<file path="src/rtl/alu_serial_arbiter.sv">
// Round-robin arbiter that shares one external 1-bit ALU slice between two
// requesters, streaming operands LSB-first and assembling a W-bit result.
module alu_serial_arbiter #(
    parameter int W = 8
) (
    input  logic         clk,
    input  logic         rst_n,
    input  logic         req0_valid,
    input  logic [2:0]   req0_op,
    input  logic [W-1:0] req0_x,
    input  logic [W-1:0] req0_y,
    output logic         req0_ready,
    input  logic         req1_valid,
    input  logic [2:0]   req1_op,
    input  logic [W-1:0] req1_x,
    input  logic [W-1:0] req1_y,
    output logic         req1_ready,
    output logic         rsp_valid,
    output logic         rsp_id,
    output logic [W-1:0] rsp_data,
    output logic         busy,
    output logic         alu_m,
    output logic         alu_s1,
    output logic         alu_s0,
    output logic [1:0]   alu_a,
    input  logic         alu_result
);

    localparam int CW = (W > 1) ? $clog2(W) : 1;
    localparam logic [CW-1:0] LAST = CW'(W - 1);

    typedef enum logic [1:0] {IDLE, GRANT, RUN, DONE} state_e;

    state_e        state_q, state_d;
    logic [2:0]    op_q, op_d;
    logic [W-1:0]  x_q, x_d;
    logic [W-1:0]  y_q, y_d;
    logic          id_q, id_d;
    logic          last_q, last_d;
    logic [CW-1:0] cnt_q, cnt_d;
    logic [W-1:0]  res_q, res_d;
    logic [W-1:0]  rdata_q, rdata_d;
    logic          rid_q, rid_d;
    logic          win;
    logic          run;

    always_ff @(posedge clk or negedge rst_n) begin
        if (!rst_n) begin
            state_q <= IDLE;
            op_q    <= '0;
            x_q     <= '0;
            y_q     <= '0;
            id_q    <= 1'b0;
            last_q  <= 1'b1;
            cnt_q   <= '0;
            res_q   <= '0;
            rdata_q <= '0;
            rid_q   <= 1'b0;
        end else begin
            state_q <= state_d;
            op_q    <= op_d;
            x_q     <= x_d;
            y_q     <= y_d;
            id_q    <= id_d;
            last_q  <= last_d;
            cnt_q   <= cnt_d;
            res_q   <= res_d;
            rdata_q <= rdata_d;
            rid_q   <= rid_d;
        end
    end

    always_comb begin
        state_d = state_q;
        op_d    = op_q;
        x_d     = x_q;
        y_d     = y_q;
        id_d    = id_q;
        last_d  = last_q;
        cnt_d   = cnt_q;
        res_d   = res_q;
        rdata_d = rdata_q;
        rid_d   = rid_q;
        win     = 1'b0;
        unique case (state_q)
            IDLE: begin
                if (req0_valid || req1_valid) begin
                    // On a tie the requester not granted last time wins
                    win     = (req0_valid && req1_valid) ? ~last_q : req1_valid;
                    op_d    = win ? req1_op : req0_op;
                    x_d     = win ? req1_x : req0_x;
                    y_d     = win ? req1_y : req0_y;
                    id_d    = win;
                    last_d  = win;
                    state_d = GRANT;
                end
            end
            GRANT: begin
                cnt_d   = '0;
                state_d = RUN;
            end
            RUN: begin
                res_d[cnt_q] = alu_result;
                if (cnt_q == LAST) begin
                    rdata_d = res_d;
                    rid_d   = id_q;
                    state_d = DONE;
                end else begin
                    cnt_d = cnt_q + 1'b1;
                end
            end
            DONE: state_d = IDLE;
            default: state_d = IDLE;
        endcase
    end

    assign run        = (state_q == RUN);
    assign busy       = (state_q != IDLE);
    assign req0_ready = (state_q == GRANT) && !id_q;
    assign req1_ready = (state_q == GRANT) && id_q;
    assign rsp_valid  = (state_q == DONE);
    assign rsp_id     = rid_q;
    assign rsp_data   = rdata_q;
    assign {alu_m, alu_s1, alu_s0} = run ? op_q : 3'b000;
    assign alu_a = run ? {x_q[cnt_q], y_q[cnt_q]} : 2'b00;

endmodule

</file>
<file path="config.mk">
export PLATFORM = sky130hd
export DESIGN_NAME = alu_serial_arbiter
export DESIGN_NICKNAME = d
export VERILOG_FILES = /design/src/rtl/alu_serial_arbiter.sv
export SDC_FILE = /design/constraint.sdc
export NUM_CORES = 1
export LEC_CHECK = 0
export ABC_AREA = 0
export CORE_MARGIN = 5
export CORE_UTILIZATION = 52
export CTS_CLUSTER_DIAMETER = 50
export DETAILED_ROUTE_END_ITERATION = 8
export GPL_ROUTABILITY_DRIVEN = 0
export PLACE_DENSITY = 0.94
export SLEW_MARGIN = 20
export SYNTH_ARGS = -nofsm -noshare
export SYNTH_HDL_FRONTEND = slang
export SYNTH_SLANG_ARGS = --single-unit
export TNS_END_PERCENT = 20
</file>
<file path="constraint.sdc">
create_clock -name clk -period 2.6 [get_ports clk]
set_input_delay 0.26 -clock clk [delete_from_list [all_inputs] [get_ports clk]]
set_output_delay 0.26 -clock clk [all_outputs]
set_load 0.02 [all_outputs]
</file>
# After elaboration in Yosys (flattened, before gate mapping)
# Index checks and enable logic that the tools add are counted.
# classes
addsub,1
magnitude_cmp,2
n_eq_ne,7
mux,18
bitwise_logic,1
n_reduce_logical,13
# op_table
op,count
two-way mux 8 bit,2
two-way mux 3 bit,3
bitwise mux 8 bit,1
one-hot mux 2 bit (4 select lines),1
AND reduction 2 bit,4
binary-select mux 1 bit (select 3 bit),2
two-way mux 2 bit,3
one-hot mux 3 bit (2 select lines),1
equality test 2 bit (second input constant),2
logical AND 1 bit,4
less-than comparator 3 x 4 -> 1 bit (second input constant),1
two-way mux 1 bit,4
!= test 2 bit (second input constant),2
nonzero test 2 bit,2
adder 3 x 1 -> 3 bit (second input constant),1
demux 1 bit (select 3 bit),1
equality test 3 bit (second input constant),1
>= comparator 3 x 1 -> 1 bit (second input constant),1
equality test 2 x 1 -> 1 bit (second input constant),1
zero test 2 bit,1
!= test 2 x 1 -> 1 bit (second input constant),1
zero test 1 bit,1
logical OR 1 bit,1
inverter 1 bit,1
# word_totals
regBits,43
input_bits,43
output_inout_bits,18
word_cells,52

# Longest topological paths before layout
# depth
ltp_word,5
ltp_mapped,7
mapped_depth_nobuf,5

# Worst setup path before layout
# OpenSTA, ideal clock, no wires.
# synth_path
path_type,register to register
from,register cnt_q[0]
to,register cnt_q[0]
arrival_ps,1497
required_ps,2475
path_slack_ps,979
stages_incl_launch_ff,7
path_buffers,1
period_less_slack_ps,1621
path_cell_list,dfrtp_1 -> ha_1 -> ha_1 -> and2_1 -> buf_2 -> o21bai_1 -> mux2_2
# synth_via
elab_chain_cells,3
word_cells_on_any_way,6
classes_between,1 x add/sub; 2 x eq/ne; 2 x mux; 1 x reduce/logical
# synth_lines
element,line,source
"start, declared",40,"logic [CW-1:0] cnt_q, cnt_d;"
"start signal, assigned",66,cnt_q <= cnt_d;
adder 3 x 1 -> 3 bit or equality test 3 bit (tied branches),"109, 104",
two-way mux 3 bit or != test 2 bit (tied branches),--,
one-hot mux 3 bit (2 select lines) or AND reduction 2 bit (tied branches),--,
# Several ways; a longest one is shown, not always the timed one. The select of a mux whose other input is x is not followed.
# A chain may end at the register's enable or synchronous reset.

# Worst setup path after layout
# layout_path
from,register cnt_q[0]
to,output alu_a[0]
# layout_via
elab_chain_cells,3
# layout_lines
element,line,source
binary-select mux 1 bit (select 3 bit),125,"assign alu_a = run ? {x_q[cnt_q], y_q[cnt_q]} : 2'b00;"
two-way mux 1 bit (implied by the code),125,
two-way mux 2 bit,125,
"end, declared",25,"output logic [1:0] alu_a,"
# No other way between the ends. The select of a mux whose other input is x is not followed.

==> results.py <==
metrics = {
    "global_routing": {
        "globalRoute.totalOverflow": 0,
        "number_of_antenna_violations_at_the_first_check_in_global_routing": 0,
        "global_route_total_usage_across_every_layer": 0.170,
        "grt_pass1_wl_um": 8110,
        "first_global_vias": 1807,
        "grt_max_degree": 44,
    },
    "die": {
        "fp.dieH_um": 76.6,
        "num_io_pins": 61,
        "initial_core_util": 0.534,
        "floorplan.core_area_mm2": 0.00432,
        "floorplan.die.width_um": 76.6,
        "floorplan.die_area_mm2": 0.00587,
        "core.rowCount": 24,
    },
    "sta": {
        "final_setup_viols": 0,
        "fin_setup_tns_ns": 0,
        "unrepaired_setup_endpoints_after_global_routing": "false",
        "final_critical_path_time_including_i_o_delays_and_setup_ns": 2.48,
        "final.period_utilization": 0.955,
        "finalClockSkew_ns": 0.00672,
        "max-slew-margin-rel": 0.381,
        "fmax_ghz": 0.403,
        "final_hold_viol_count": 0,
        "final.hold.worst_slack_ns": 0.0980,
        "tightestPinTransition_ns": 0.929,
        "drv_slew": 0,
    },
    "run_status": {
        "status": "complete, no violations",
    },
    "worst_setup_path": {
        "worstPathCellList": "mux4_1 -> mux2i_1 -> nor2b_1 -> clkdlybuf4s50_1",
        "crit_path_start_kind": "register",
        "maximum_cell_stage_delay_along_the_critical_path_ns": 0.59,
        "required_worst_endpoint_ns": 2.34,
        "critical_path.endpoint_type": "output pin",
        "critPathSlowestCell": "sky130_fd_sc_hd__mux4_1",
        "path_class": "register to output pin",
        "timing.reg2reg.worst_path_depth": 6,
        "critical_path_peak_fanout": 12,
        "crit_arrival_ns": 2.22,
    },
    "clocking": {
        "ctsHtreeMaxLevel": 2,
        "clock-sinks": 43,
        "post_cts.repair.setup_buffers": 0,
        "cts_made_buffers": 5,
        "worst_setup_hold_path_clk_slew_ns": 0.07,
        "clock_insertion_delay_worst_skew_ns": 0.30,
        "cts_hold_repair.buffers": 0,
        "clockRootBuffer": "sky130_fd_sc_hd__clkbuf_8",
        "cts_resized": 0,
        "tritoncts": "done",
        "clockBufferDepth": 2,
    },
    "synth": {
        "area_fraction_of_the_dominant_cell_type_after_synthesis": 0.455,
        "ys.flop_type": "sky130_fd_sc_hd__dfrtp_1",
        "synth_enable_flop_cells": 0,
        "synth-seq-area-share": 0.466,
        "post_synthesis_cells": 213,
        "async_set_reset_flop_share_out_of_synthesis": 1.00,
        "synth.largest_area_cell": "sky130_fd_sc_hd__dfrtp_1",
        "synthesis.area_per_instance_um2": 10.8,
        "synth.net_count": 263,
        "synth_common_cells": "sky130_fd_sc_hd__dfrtp_1, sky130_fd_sc_hd__mux2i_1, sky130_fd_sc_hd__nand2_1",
        "yosysWarningCount": 0,
        "number_of_synthesized_register_bits": 43,
        "mappedNetlistArea_mm2": 0.00231,
        "biggest_area_contributors_in_the_synthesized_netlist": "sky130_fd_sc_hd__dfrtp_1, sky130_fd_sc_hd__mux2i_1, sky130_fd_sc_hd__o21ai_1, sky130_fd_sc_hd__ha_1, sky130_fd_sc_hd__nand2_1",
        "post-synth-top-count-cell": "sky130_fd_sc_hd__dfrtp_1",
        "synthDistinctLibCells": 38,
    },
    "placed_design": {
        "port_buffers": 60,
        "dpl.hpwl_um": 3560,
    },
    "cells_and_area": {
        "layout-area-overhead-vs-synth_pct": 29.7,
        "nets": 320,
        "fillerInstances": 340,
        "drive_above_1_share": 0.0892,
        "antennaDiodeCount": 0,
    },
    "drt": {
        "number_of_violations_reported_at_the_end_of_detailed_routing_iteration_0": 112,
        "aggregate_routed_wire_length_um": 4660,
        "detail_route.vias_per_cell": 5.42,
        "post-route-drc-count": 0,
        "drtAntennaViolNets": 0,
        "detailroute.via_count": 1740,
        "route.detailed.wl_per_inst_um": 14.5,
        "firstDrtPassIters": 4,
    },
    "power_and_ir_drop": {
        "p_int_w": 0.00192,
        "peakVddDrop_uv": 583,
        "net-switching-power_w": 0.00117,
        "power.switching_fraction": 0.379,
        "power.share.sequential": 0.386,
        "power_per_cell_area_mw_per_mm2": 1030,
        "comb_power_share": 0.489,
        "clkPwrFrac": 0.125,
        "power.total_w": 0.00309,
        "static-leakage-power_nw": 1.30,
    },
    "hold_path": {
        "worst_hold_path_type": "input pin to async pin",
    },
    "job": {
        "count_of_maximum_capacitance_violations": 0,
    },
}
-- metal layers --
| layer | part of all wire | vias to the layer above | routed length, um | track usage |
|---|---|---|---|---|
| met5 | 0 | - | 0 | 0 |
| met4 | 0.023 | 0 | 108 | 0.0699 |
| met3 | 0.070 | 10 | 327 | 0.0650 |
| met2 | 0.51 | 51 | 2360 | 0.291 |
| met1 | 0.40 | 816 | 1860 | 0.187 |
| li1 | - | 863 | - | - |
-- cell usage in the layout, fill, tap and decap left out, drive strengths merged, types with 4 or more instances in the layout --
cell type	instances
a21oi	9
and2	5
buf	7
clkbuf	6
clkdlybuf4s50	59
dfrtp	42
ha	7
mux2	12
mux2i	28
nand2	21
nor2	12
nor3b	4
o21ai	22
-- per-stage QoR --
stage | std cells | setup slack (ns) | util | instance area [um2]
detailed placement | 315 | 0.396 | 0.676 | 2920
global route | 321 | 0.0137 | 0.693 | 3000
floorplan | 213 | 0.979 | - | 2310
CTS | 321 | 0.0451 | 0.693 | 3000
finish | 321 | 0.116 | 0.693 | 3000
global placement | 315 | 0.417 | 0.676 | 2920
-- flip-flops by register name, summed over array words and instances (netlist names) --
name      flops
rsp_id        1
op_q          3
last_q        1
rsp_data      8
x_q           8
id_q          1
state_q       2
res_q         8
y_q           8
cnt_q         3
-- layout make-up --
class | count | area (um2) | area share
tap | 52 | 65.1 | 0.0217
multi-input combinational | 151 | 1130 | 0.377
inverter | 3 | 11.3 | 0.00376
clock buffer | 6 | 72.6 | 0.0242
timing repair buffer | 66 | 641 | 0.214
sequential | 43 | 1080 | 0.360
-- cell families (layout without fill, tap and decap cells) --
kind of cell	after synthesis	count (layout)	synth area share
AND/OR/NAND/NOR	60	60	0.138
flip-flops	43	43	0.466
AO/OA/AOI/OAI	42	42	0.107
multiplexers	42	42	0.203
buffers and inverters	19	75	0.0482
adder cells (fa/ha/maj)	7	7	0.0379
-- final timing paths --
kind,slack (ns),from,endpoint
setup / recovery,0.12,cnt_q[0],alu_a[0]
hold / removal,0.1,rst_n,rsp_data[3]
setup reg to reg,0.59,cnt_q[0],state_q[1]
hold reg to reg,0.48,y_q[0],y_q[0]
max in group asynchronous,1.87,rst_n,cnt_q[1]
min in group clk,0.48,y_q[0],y_q[0]
-- worst max-delay path, delay by kind of cell (launching register included) --
kind	cells	cell delay, ns
buffers and inverters	1	0.55
flip-flops	1	0.57
multiplexers	2	0.74
AND/OR/NAND/NOR	1	0.07
-- power by group through the flow --
stage	clock (W)	combinational (W)	sequential (W)
after detailed placement	0	0.00153	0.00121
final	0.000387	0.00151	0.00119
after floorplan	0	0.00106	0.00118
after global placement	0	0.00146	0.00118
after CTS	0.000407	0.00154	0.00119
after global routing	0.000435	0.00167	0.00124
Power figures use the tool's default switching activity.
